$ cat config.mk
export PLATFORM = sky130hd
export DESIGN_NAME = pipeline_elastic_buffer
export DESIGN_NICKNAME = d
export VERILOG_FILES = /design/src/rtl/pipeline_elastic_buffer.sv
export SDC_FILE = /design/constraint.sdc
export NUM_CORES = 1
export LEC_CHECK = 0
export BUFFER_PORTS_ARGS = -buffer_cell sky130_fd_sc_hd__clkbuf_2
export CORE_MARGIN = 2
export CORE_UTILIZATION = 30
export DETAILED_ROUTE_END_ITERATION = 8
export GPL_ROUTABILITY_DRIVEN = 0
export MAX_ROUTING_LAYER = met4
export PLACE_DENSITY = 0.6
export RECOVER_POWER = 25
export SLEW_MARGIN = 40
export SYNTH_ARGS = -nofsm -noshare
export SYNTH_HDL_FRONTEND = slang
export SYNTH_SLANG_ARGS = --single-unit
$ cat constraint.sdc
create_clock -name clk -period 2.2 [get_ports clk]
set_input_delay 0.33 -clock clk [delete_from_list [all_inputs] [get_ports clk]]
set_output_delay 0.33 -clock clk [all_outputs]
set_load 0.05 [all_outputs]
$ cat src/rtl/pipeline_elastic_buffer.sv
// pipeline_elastic_buffer: small first-word-fall-through FIFO placed after the
// 16-bit register pipeline. It accepts the pipeline's free-running stream,
// hands words to the consumer over a valid/ready handshake, and raises a
// sticky overflow flag whenever a word has to be dropped because the buffer
// is full.
module pipeline_elastic_buffer #(
  parameter int DATA_W = 16,
  parameter int DEPTH  = 4,
  parameter int CNT_W  = 3
) (
  input  logic              clk,
  input  logic              rst_n,
  input  logic [DATA_W-1:0] datain,
  input  logic              datain_valid,
  output logic              datain_ready,
  output logic [DATA_W-1:0] dataout,
  output logic              dataout_valid,
  input  logic              dataout_ready,
  output logic [CNT_W-1:0]  count,
  output logic              overflow
);

  localparam int PTR_W = (DEPTH > 1) ? $clog2(DEPTH) : 1;
  localparam logic [CNT_W-1:0] FULL_CNT = CNT_W'(DEPTH);

  logic [DATA_W-1:0] mem [DEPTH];
  logic [PTR_W-1:0]  wr_ptr;
  logic [PTR_W-1:0]  rd_ptr;
  logic              full;
  logic              empty;
  logic              push;
  logic              pop;

  // Status decode straight from the registered occupancy count.
  assign full          = (count == FULL_CNT);
  assign empty         = (count == '0);
  assign datain_ready  = !full;
  assign dataout_valid = !empty;

  // Handshake qualification: a full buffer never accepts, even when it is
  // being popped in the same cycle (no pass-through), and an empty buffer
  // ignores dataout_ready so the count cannot underflow.
  assign push = datain_valid && !full;
  assign pop  = dataout_ready && !empty;

  // Storage write port.
  // NOTE: the data array carries no reset; every entry is written before it
  // can be observed and dataout is masked while empty, so clearing it would
  // only cost reset fan-out.
  always_ff @(posedge clk) begin
    if (push) begin
      mem[wr_ptr] <= datain;
    end
  end

  // Pointer, occupancy and sticky overflow state.
  // NOTE: sequential state uses non-blocking assignments so every register
  // samples the pre-edge values of the others, regardless of statement order.
  always_ff @(posedge clk or negedge rst_n) begin
    if (!rst_n) begin
      wr_ptr   <= '0;
      rd_ptr   <= '0;
      count    <= '0;
      overflow <= 1'b0;
    end else begin
      if (push) begin
        wr_ptr <= wr_ptr + 1'b1;
      end
      if (pop) begin
        rd_ptr <= rd_ptr + 1'b1;
      end
      if (push && !pop) begin
        count <= count + 1'b1;
      end else if (pop && !push) begin
        count <= count - 1'b1;
      end
      if (datain_valid && full) begin
        overflow <= 1'b1;
      end
    end
  end

  // Head-of-queue read, forced to zero while nothing is stored.
  // NOTE: the output gets a default before the conditional so no path through
  // the block leaves it unassigned, which would otherwise infer a latch.
  always_comb begin
    dataout = '0;
    if (!empty) begin
      dataout = mem[rd_ptr];
    end
  end

endmodule

# [Word-level counts from Yosys, hierarchy flattened]
# Memories as Yosys holds them, arrays and structs flattened.
# Cells that the tools add are included.
[totals] ff_bits=8 mem_bits_rw=64 out_inout_bits=22 word_cells=26 mem_count=1
[op_classes] n_addsub=4 eq_ne=1 muxes=5 reduce_logical=11
[memory_table] memory="mem" depth=4 width=16 read_ports=1 rd_ports_with_merged_regs=0 wr=1 line="26" source="logic [DATA_W-1:0] mem [DEPTH];"
[op_table] operator="16-bit two-way mux" n=1
[op_table] operator="3-bit two-way mux" n=2
[op_table] operator="1-bit logical AND" n=5
[op_table] operator="2-bit by 1-bit adder with 2-bit output (second input constant)" n=2
[op_table] operator="1-bit logical NOT" n=4
[op_table] operator="3-bit by 1-bit adder with 3-bit output (second input constant)" n=1
[op_table] operator="3-bit equality test (second input constant)" n=1
[op_table] operator="3-bit logical NOT" n=1
[op_table] operator="3-bit by 1-bit subtractor with 3-bit output (second input constant)" n=1
[op_table] operator="1-bit two-way mux" n=2
[op_table] operator="2-bit nonzero test" n=1

# [Longest topological paths before layout]
[logic_depth] depth_word=7 ltp_mapped=9

# [Worst setup path before layout]
# No wires, ideal clock.
[synth_path] path_type="reg-to-reg" from="register count[0]" to="register count[2]" setup_time_ps=82 arrival_ps=2252 required_time_ps=2118 path_slack_ps=-133 stages_incl_launch_ff=10 path_buffers=1 period_less_slack_ps=2333 path_cell_list="dfrtp_1 -> or3_1 -> clkbuf_1 -> nand2_1 -> ha_1 -> inv_1 -> fa_1 -> xor2_1 -> nor2_1 -> xor2_1"
[synth_via] elab_chain_cells=6
[synth_rtl] element="from (decl)" line="19" source="output logic [CNT_W-1:0] count,"
[synth_rtl] element="from (signal assigned)" line="73" source="count <= count + 1'b1;"
[synth_rtl] element="from (signal assigned)" line="75" source="count <= count - 1'b1;"
[synth_rtl] element="parallel branches: the longest is 6 deep, another holds 3-bit by 1-bit subtractor with 3-bit output"
# Parallel ways; which one is timed is not known. The select of a mux whose other input is x is not followed.
# A chain may end at the register's enable or synchronous reset.

# [Worst setup path after layout]
[layout_path] from="register rd_ptr[0]" to="output port dataout[9]"
[layout_via] elab_chain_cells=2
[layout_rtl] element="from (decl)" line="28" source="logic [PTR_W-1:0] rd_ptr;"
[layout_rtl] element="from (signal assigned)" line="70" source="rd_ptr <= rd_ptr + 1'b1;"
[layout_rtl] element="memory read 4 x 16 bit"
[layout_rtl] element="16-bit two-way mux" line="88" source="if (!empty) begin"
[layout_rtl] element="to (decl)" line="16" source="output logic [DATA_W-1:0] dataout,"
# No other way between the ends.

==> metrics.yaml <==
status: "completed"
synthCells: 140
syn-num-nets: 166
path_clk_slew_ps: 70
num_vias: 1408
r2r_cells: 8
avgSynthCellArea_um2: 20.8
skew_ps: 7.61
max_slew.worst_pin.slew_ps: 815
grt_overflow: 0
min_period_over_period: 0.977
holdWs_ps: 202
layout-drive-gt1-share: 0.412
die_area_um2: 10500
die_h_um: 102
cp_top_family: "multiplexers"
min_path_cells: 2
clk_path_buf_depth: 2
relSlewSlack: 0.457
cp-end-kind: "output pin"
start_util: 0.312
clock_latency_ps: 340
rows: 35
cp_slowest_cell: "mux4_2"
synth_top_area_frac: 0.660
synth_top_area_cell: "edfxtp_1"
reg2reg_slack_ps: 160
timing.rr.end: "count[2]"
slowest_delay_ps: 500
reg2reg_from: "count[2]"
drcViolationCount: 0
grt.total_usage: 0.105
grt_pass1_wl_um: 7480
start_kind: "register"
synth_area_um2: 2910
synthFlopType: "edfxtp_1"
setup_violations: 0
first_global_vias: 1429
htree_num_levels: 3
ant_nets: 0
rsz0062_at_grt: "yes"
wl_um: 5020
ys_top_cells_by_count: "64 x edfxtp_1, 20 x and2_1, 8 x dfrtp_1, 8 x mux4_1, 8 x mux4_2"
portBuffers: 41
ys_top_cells_by_area: "edfxtp_1 66%, mux4_1 7.2%, dfrtp_1 6.9%, mux4_2 6.2%, and2_1 4.3%"
avgViaCountPerCell: 4.29
nets: 220
ioPinCount: 42
cp.arrival_ps: 1820
antenna_found_initial: 0
dpl.hpwl_um: 3120
cts_tree: "done"
hold_viol: 0
hp-class: "in -> reg"
fillers: 875
hold_path.startpoint: "datain_valid"
cap_violations: 0
drtIter0Drc: 69
area_growth_pct: 24.2
cp_cell_sequence: "buf_4, mux4_2, and2_1, buf_2"
async_flop_share: 0.111
grt_start_max_net_pins: 19
worstPathRequired_ps: 1870
clock.fmax_mhz: 465
synth_warnings: 0
crit_fanout: 4
cts_root_buf: "clkbuf_8"
synth_most_common_cell: "edfxtp_1"
die_w_um: 102
crit_buf_inv: 2
min_period_ps: 2150
maxSlewViolCount: 0
ys_seq_area_frac: 0.729
critPathKind: "reg -> out"
core_area_um2: 9330
numCtsBuffers: 9
yosysUniqueCellTypes: 23
routedWlPerCell_um: 15.3
cts_num_sinks: 72
dr.pass1.iters: 4
holdPathEnd: "overflow"
antenna_cells: 0
synth-seq-cells: 72
synth_edf_count: 64
-- cells by family (layout without fill, tap and decap cells) --
| logic type | Yosys count | count (layout) | synth area share |
|---|---|---|---|
| fa+ha+maj | 6 | 6 | 0.0284 |
| simple gates | 26 | 26 | 0.0559 |
| xor+xnor | 6 | 6 | 0.0181 |
| mux | 18 | 18 | 0.142 |
| compound gates | 1 | 1 | 0.00258 |
| flops | 72 | 72 | 0.729 |
| buf+inv | 11 | 70 | 0.0241 |
-- timing repair --
item,4_1_cts,5_1_grt
setup buffers,0,1
hold endpoints to repair,8,0
setup endpoints to repair,10,17
gates cloned,0,1
hold buffers,1,0
resized for setup,17,39
-- per-stage QoR --
step | instance area, µm² | setup WS [ps] | util | setup TNS (ps) | cells
floorplan | 2920 | 4.38 | - | 0 | 140
global placement | 3280 | 172 | 0.351 | 0 | 308
detailed placement | 3290 | 125 | 0.352 | 0 | 309
CTS | 3570 | -17.1 | 0.382 | -27.2 | 326
global route | 3610 | -49.6 | 0.387 | -88.9 | 328
finish | 3610 | 51.6 | 0.387 | 0 | 328
-- sequential cells by signal, indices dropped and copies added, names as in the netlist --
name,flops
mem,64
wr_ptr,2
overflow,1
rd_ptr,2
count,3
-- metal layers --
| metal | up-vias | GRT usage | part of all wire |
|---|---|---|---|
| met5 | - | - | 0 |
| met4 | 0 | 0.0492 | 0.016 |
| met3 | 10 | 0.0353 | 0.053 |
| met2 | 41 | 0.171 | 0.52 |
| met1 | 710 | 0.117 | 0.41 |
| li1 | 647 | - | - |
-- how the worst max path moves through the flow --
| stage | to | depth (start not counted) | slack (ps) | from |
|---|---|---|---|---|
| floorplan | count[2] | 9 | 4 | count[0] |
| global placement | count[2] | 8 | 170 | count[0] |
| detailed placement | count[2] | 8 | 130 | count[0] |
| CTS | dataout[4] | 4 | -20 | rd_ptr[0] |
| global route | dataout[9] | 4 | -50 | rd_ptr[0] |
| finish | dataout[9] | 4 | 50 | rd_ptr[0] |
-- worst register-to-register path, stage by stage, from the launching register on --
cell     delay (ps)
dfrtp_2         420
or3_1           410
nand2_2         100
ha_2            180
inv_1            50
fa_1            370
xor2_1          150
nor2_1          110
xor2_1          160
-- final cells by class --
cell class	instances	area [µm²]	share of cell area
clock buffers	10	128	0.0353
clock inverters	6	83.8	0.0232
inverters	4	15.0	0.00416
multi-input cells	57	712	0.197
flip-flops and latches	72	2130	0.589
well taps	129	161	0.0447
repair buffers	50	387	0.107
-- cell usage in the layout, fill, tap and decap left out, drive strengths merged, types with 4 or more instances in the layout --
cell type,count
xnor2,4
mux4,16
clkbuf,39
buf,20
and2,20
inv,4
dfrtp,8
edfxtp,64
ha,5
Power is not shown: default switching activity piles up to over one toggle a cycle in this logic, so the estimate is an artifact.
